--- src/rtl/pair_deserializer_pkg.sv ---
// Shared types and constants for the pair deserializer.
// Holds the FSM state enum and the symbol/stats widths.
package pair_deserializer_pkg;

    typedef enum logic [0:0] {
        FILL = 1'b0,
        HOLD = 1'b1
    } state_e;

    localparam int SYM_W   = 2;
    localparam int STATS_W = 16;

endpackage

--- src/rtl/pair_deser_and_reduce.sv ---
// Combinational AND-reduction over a word of width W.
// Feeds the O_all flag of pair_deserializer.
module pair_deser_and_reduce #(
    parameter int W = 8
) (
    input  logic [W-1:0] data_i,
    output logic         all_o
);

    // Every bit of the word set.
    assign all_o = &data_i;

endmodule

--- src/rtl/pair_deserializer.sv ---
// Packs WORDS 2-bit symbols LSB-first into one output word.
// Optional macro PAIR_DESERIALIZER_STATS_EN adds a word_count output.
module pair_deserializer
    import pair_deserializer_pkg::*;
#(
    parameter int WORDS = 4
) (
    input  logic                     CLK,
    input  logic                     RESETN,
    input  logic [SYM_W-1:0]         I,
    input  logic                     I_valid,
    output logic                     I_ready,
    output logic [SYM_W*WORDS-1:0]   O,
    output logic                     O_valid,
    input  logic                     O_ready,
    output logic                     O_all
`ifdef PAIR_DESERIALIZER_STATS_EN
    ,
    output logic [STATS_W-1:0]       word_count
`endif
);

    localparam int OW = SYM_W * WORDS;
    localparam int CW = $clog2(WORDS) + 1;
    localparam logic [CW-1:0] LAST = CW'(WORDS - 1);

    state_e          state_q, state_d;
    logic [CW-1:0]   cnt_q, cnt_d;
    logic [OW-1:0]   o_q, o_d;
    logic            in_xfer;
    logic            out_xfer;
    logic            all_raw;

    assign O_valid  = (state_q == HOLD);
    assign I_ready  = (state_q == FILL) | O_ready;
    assign in_xfer  = I_valid & I_ready;
    assign out_xfer = O_valid & O_ready;
    assign O        = o_q;
    assign O_all    = all_raw & O_valid;

    pair_deser_and_reduce #(
        .W (OW)
    ) u_and (
        .data_i (o_q),
        .all_o  (all_raw)
    );

    // Slot writes, symbol counter and FILL/HOLD transitions.
    always_comb begin
        state_d = state_q;
        cnt_d   = cnt_q;
        o_d     = o_q;
        unique case (state_q)
            FILL: begin
                if (in_xfer) begin
                    for (int k = 0; k < WORDS; k++) begin
                        if (cnt_q == CW'(k)) begin
                            o_d[SYM_W*k +: SYM_W] = I;
                        end
                    end
                    if (cnt_q == LAST) begin
                        state_d = HOLD;
                        cnt_d   = '0;
                    end else begin
                        cnt_d = cnt_q + CW'(1);
                    end
                end
            end
            HOLD: begin
                if (out_xfer) begin
                    state_d = FILL;
                    if (in_xfer) begin
                        o_d[SYM_W-1:0] = I;
                        cnt_d          = CW'(1);
                    end else begin
                        cnt_d = '0;
                    end
                end
            end
        endcase
    end

    // State registers with synchronous active-low reset.
    always_ff @(posedge CLK) begin
        if (!RESETN) begin
            state_q <= FILL;
            cnt_q   <= '0;
            o_q     <= '0;
        end else begin
            state_q <= state_d;
            cnt_q   <= cnt_d;
            o_q     <= o_d;
        end
    end

`ifdef PAIR_DESERIALIZER_STATS_EN
    logic [STATS_W-1:0] wc_q, wc_d;

    // Saturating count of output transfers.
    always_comb begin
        wc_d = wc_q;
        if (out_xfer && (wc_q != '1)) begin
            wc_d = wc_q + STATS_W'(1);
        end
    end

    // Counter register, cleared by reset.
    always_ff @(posedge CLK) begin
        if (!RESETN) begin
            wc_q <= '0;
        end else begin
            wc_q <= wc_d;
        end
    end

    assign word_count = wc_q;
`endif

endmodule

--- config.mk ---
export PLATFORM = sky130hd
export DESIGN_NAME = pair_deserializer
export DESIGN_NICKNAME = d
export VERILOG_FILES = /design/src/rtl/pair_deserializer_pkg.sv /design/src/rtl/pair_deser_and_reduce.sv /design/src/rtl/pair_deserializer.sv
export SDC_FILE = /design/constraint.sdc
export NUM_CORES = 1
export LEC_CHECK = 0
export CAP_MARGIN = 20
export CORE_MARGIN = 3
export CORE_UTILIZATION = 40
export CTS_CLUSTER_SIZE = 8
export DETAILED_ROUTE_END_ITERATION = 16
export PLACE_DENSITY_LB_ADDON = 0.2
export SYNTH_ARGS = -nofsm -noshare
export SYNTH_HDL_FRONTEND = slang
export SYNTH_HIERARCHICAL = 1
export SYNTH_SLANG_ARGS = --single-unit
--- constraint.sdc ---
create_clock -name CLK -period 1.8 [get_ports CLK]
set_clock_uncertainty 0.1 [all_clocks]
set_input_delay 0.36 -clock CLK [delete_from_list [all_inputs] [get_ports CLK]]
set_output_delay 0.36 -clock CLK [all_outputs]
set_load 0.005 [all_outputs]
* Word level (Yosys, flattened, before mapping)
Index checks and enable logic that the tools add are counted.
** Word-level totals
- Logic and storage cells :: 40
- Bits of input ports :: 6
- Register bits :: 12
** Operators by class
- Bitwise logic cells :: 5
- Reduce and logical (&&, ||, !) cells :: 7
- Add/sub/neg operators :: 1
- Multiplexer cells :: 14
- Eq/ne operators :: 7
** Operator list (count)
- two-way mux 3 bit :: 3
- AND reduction 3 bit :: 3
- two-way mux 2 bit :: 4
- AND reduction 8 bit :: 1
- equality test 3 x 2 -> 1 bit, second input constant :: 2
- != test 2 x 1 -> 1 bit, second input constant :: 3
- case mux 3 bit (2 select lines) :: 1
- two-way mux 1 bit :: 4
- case mux 2 bit (2 select lines) :: 1
- AND reduction 4 bit :: 1
- adder 3 x 1 -> 3 bit, second input constant :: 1
- AND 1 bit :: 3
- equality test 3 x 1 -> 1 bit, second input constant :: 1
- logical NOT 3 bit :: 1
- != test 2 bit, second input constant :: 1
- case mux 1 bit (2 select lines) :: 1
- AND reduction 2 bit :: 1
- NOT 1 bit :: 1
- bitwise OR 1 bit :: 1

* Depth between registers and ports, before layout
- Word-level depth :: 6
- Gate-level depth with buffers :: 4

* Cells and area by module
The synthesis kept the hierarchy.
** By module, submodules not included
- pair_deserializer :: area each 574.3 um^2, cells each 59, instances 1, sequential area each 240.2 um^2
- pair_deser_and_reduce :: area each 16.3 um^2, cells each 3, instances 1, sequential area each 0.0 um^2

* Worst setup path before layout
Ideal clock, no wire load.
- Path type :: reg-to-reg
- Start :: register cnt_q[0]
- End :: register cnt_q[0]
- Setup time :: 0.074 ns
- Slack :: 0.573 ns
- Arrival :: 1.053 ns
- Stages on the path, launching flop included :: 5
- Cells stage by stage :: dfxtp_1 > ha_1 > nor2b_1 > o31a_2 > o21ai_0
** Between the ends
- Longest elaborated chain between the ends :: 4
- Elaborated cells between the ends (all ways) :: 5
** RTL lines
- start: declaration :: RTL line pair_deserializer.sv:28 : logic [CW-1:0] cnt_q, cnt_d;
- start signal: assignment :: RTL line pair_deserializer.sv:91 : cnt_q <= cnt_d;
- adder 3 x 1 -> 3 bit or equality test 3 x 2 -> 1 bit (tied branches) :: RTL line pair_deserializer.sv:65, pair_deserializer.sv:61
- two-way mux 3 bit * :: RTL line pair_deserializer.sv:61 : if (cnt_q == LAST) begin
- two-way mux 3 bit * :: RTL line pair_deserializer.sv:55 : if (in_xfer) begin
- case mux 3 bit (2 select lines) * :: RTL line pair_deserializer.sv:53 : unique case (state_q)
Every way passes the cells marked *; elsewhere a longest branch is shown, timed or not. The select of a mux whose other input is x is not followed.
A chain may end at the register's enable or synchronous reset.

* Worst setup path in the final report
- Start :: input port O_ready
- End :: output port I_ready
** Between the ends
- Longest elaborated chain between the ends :: 1
** RTL lines
- start: declaration :: RTL line pair_deserializer.sv:15 : input logic O_ready,
- bitwise OR 1 bit :: RTL line pair_deserializer.sv:35 : assign I_ready = (state_q == FILL) | O_ready;
- end: declaration :: RTL line pair_deserializer.sv:12 : output logic I_ready,
No other way between the ends.

==> impl_metrics.py <==
metrics = {
    "synth": {
        "synth_common_cells": "nand2_1, dfxtp_1, mux2i_1",
        "yosysSeqAreaShare_pct": 40.7,
        "synthFlopType": "dfxtp_1",
        "synth.area.mux_share_pct": 15.3,
        "synth_adder_area_share_pct": 8.47,
        "synth.cell_area_um2": 591,
        "yosysTopAreaCellShare_pct": 40.7,
        "ys_top_cells_by_area": "dfxtp_1, mux2i_1, nand2_1",
        "synth_top_family_by_area": "simple AND/OR/NAND/NOR gates",
        "avgSynthCellArea_um2": 9.53,
        "synth-edff-count": 0,
        "synth-simple-area-share_pct": 23.3,
        "yosysMostFrequentCell": "nand2_1",
        "synth-compound-area-share_pct": 9.53,
        "syn_nets": 72,
        "yosysWarnings": 6,
        "synth_xor_xnor_area_share_pct": 0,
        "postSynth.asyncResetShare_pct": 0,
        "postSynthCellCount": 62,
        "synth_largest_area_cell": "dfxtp_1",
        "ys_ff_latch": 12,
        "synthDistinctLibCells": 21,
    },
    "timing": {
        "period_share_pct": 96.3,
        "drv_slew": 0,
        "setup_viol": 0,
        "rsz0062_at_grt": "no",
        "hold_violations": 0,
        "fin_crit_ps": 1730,
        "worst_pin_slew_ps": 203,
        "fmaxAchievable_mhz": 577,
        "relSlewSlack_pct": 86.1,
    },
    "global_route": {
        "grt_util_met3_pct": 5.69,
        "grt_util_met1_pct": 18.1,
        "gr-total-overflow": 0,
        "grt_first_pass_wirelength_um": 2130,
        "grt.total_usage_pct": 15.7,
        "antenna_found_initial": 0,
        "top_usage_layer": "met2",
        "first_global_vias": 517,
        "grt_util_met2_pct": 22.4,
        "grt_max_degree": 8,
    },
    "layout": {
        "diodes": 0,
        "fillers": 126,
        "drive_gt1_share_pct": 24.4,
        "layout.cells.non_filler": 101,
        "nets": 97,
        "area_delta_synth_final_pct": 43.0,
    },
    "hold_path": {
        "hold_path.class": "reg -> reg",
    },
    "drt": {
        "routedWlPerCell_um": 12.6,
        "vias_per_cell": 5.04,
        "vias": 509,
        "drt_iter0_markers": 11,
        "wl_um": 1270,
        "firstDrtPassIters": 4,
        "post-route-drc-count": 0,
        "final_antenna_net_count": 0,
    },
    "clock_tree": {
        "clk_pin_slew_ps": 80,
        "cts_inserted_buffers": 3,
        "cts_buffer_depth": 2,
        "root_buffer": "clkbuf_4",
        "cts_tree": "built",
        "htree_num_levels": 1,
        "cts_sinks": 12,
        "clock_latency_ps": 280,
        "ctsHoldBuffers": 0,
        "post_cts_buffers": 0,
    },
    "floorplan": {
        "io_pins": 17,
        "die_x_um": 44.4,
        "die_area_um2": 1970,
        "coreArea_um2": 1350,
        "start_util_pct": 43.7,
        "die_y_um": 44.4,
        "fp-row-count": 13,
    },
    "critical_path": {
        "required_ps": 1340,
        "arrival_ps": 1270,
        "endpoint_kind": "primary output",
        "crit_path_start_kind": "primary input",
        "path_max_fanout": 2,
        "path_class": "in -> out",
    },
    "placement": {
        "gp_congestion": 0.679,
        "port_buffers": 16,
        "numPlacedInstances": 97,
        "place_hpwl_um": 938,
    },
    "power": {
        "power_density_nw_per_um2": 708,
        "power_leakage_nw": 0.373,
        "total_power_w": 0.000598,
        "ir_drop_mv": 0.421,
    },
    "run_status": {
        "outcome": "finished clean",
    },
    "flow_run": {
        "drv_cap": 0,
    },
}
==> through the flow <==
stage          setup TNS [ps]  worst slack (ps)  hold slack [ps]  cell area (um2)  utilization (%)
2_1_floorplan               0               573              361              591                -
3_3_place_gp             -113              -113              364              802             59.4
3_5_place_dp             -116              -116              378              802             59.4
4_1_cts                     0              41.7              380              843             62.5
5_1_grt                     0              6.45              403              845             62.6
6_report                    0              66.9              377              845             62.6
==> timing repair <==
action / 4_1_cts / 5_1_grt
setup endpoints to repair: 2 / 1
gates resized for setup: 8 / 1
cloned: 0 / 0
==> kinds of logic after synthesis <==
| family | count (synthesis) |
|---|---|
| simple gates | 27 |
| compound gates | 6 |
| flops | 12 |
| fa+ha+maj | 4 |
| buf+inv | 4 |
| mux | 9 |
==> path summary, 6_finish.rpt <==
| check | from | endpoint | slack (ps) | cells past startpoint |
|---|---|---|---|---|
| max | O_ready | I_ready | 70 | 3 |
| min | O[0]$_SDFFE_PN0P_ | O[0]$_SDFFE_PN0P_ | 380 | 2 |
| max reg2reg | cnt_q[0]$_SDFFE_PN0P_ | cnt_q[0]$_SDFFE_PN0P_ | 460 | 4 |
| min reg2reg | O[0]$_SDFFE_PN0P_ | O[0]$_SDFFE_PN0P_ | 380 | 2 |
==> layout by cell type, fill, tap and decap left out, drive strengths merged <==
| cell type | count |
|---|---|
| ha | 4 |
| nand2 | 15 |
| or2b | 1 |
| a31oi | 1 |
| clkbuf | 4 |
| dfxtp | 12 |
| a22oi | 1 |
| dlygate4sd2 | 2 |
| buf | 5 |
| o31a | 1 |
| a21boi | 1 |
| clkdlybuf4s50 | 14 |
| nor2 | 1 |
| nor2b | 3 |
| o21ai | 1 |
| and2 | 1 |
| a21oi | 1 |
| nor3b | 1 |
| and3 | 1 |
| inv | 3 |
| nand4 | 2 |
| nand3 | 2 |
| mux2i | 9 |
==> state kept, by name, indices dropped and copies added, names as in the netlist <==
register / flops
O: 8
O_valid: 1
cnt_q: 3
==> power by group <==
| group | switching, W | total [W] | internal, W |
|---|---|---|---|
| clock network | 0.000102 | 0.000225 | 0.000123 |
| logic | 0.0000353 | 0.0000851 | 0.0000497 |
| registers | 0.00000982 | 0.000288 | 0.000278 |
==> worst max-delay path, stage by stage <==
cell,delay [ps]
clkdlybuf4s50_1,420
or2b_1,240
dlygate4sd2_1,260
==> final cells by class <==
type / count / area (um2) / share of cell area, %
tap: 15 / 18.8 / 2.22
timing repair buffer: 21 / 195 / 23.1
multi-input combinational: 46 / 334 / 39.6
sequential: 12 / 249 / 29.5
clock buffer: 4 / 36.3 / 4.30
inverter: 3 / 11.3 / 1.33
==> routing by layer <==
metal,part of all wire (%),up-vias
li1,-,260
met4,4.0,0
met1,46,226
met2,42,18
met3,7.6,5
met5,0,-
No activity file was read; power rests on OpenSTA's default activity.
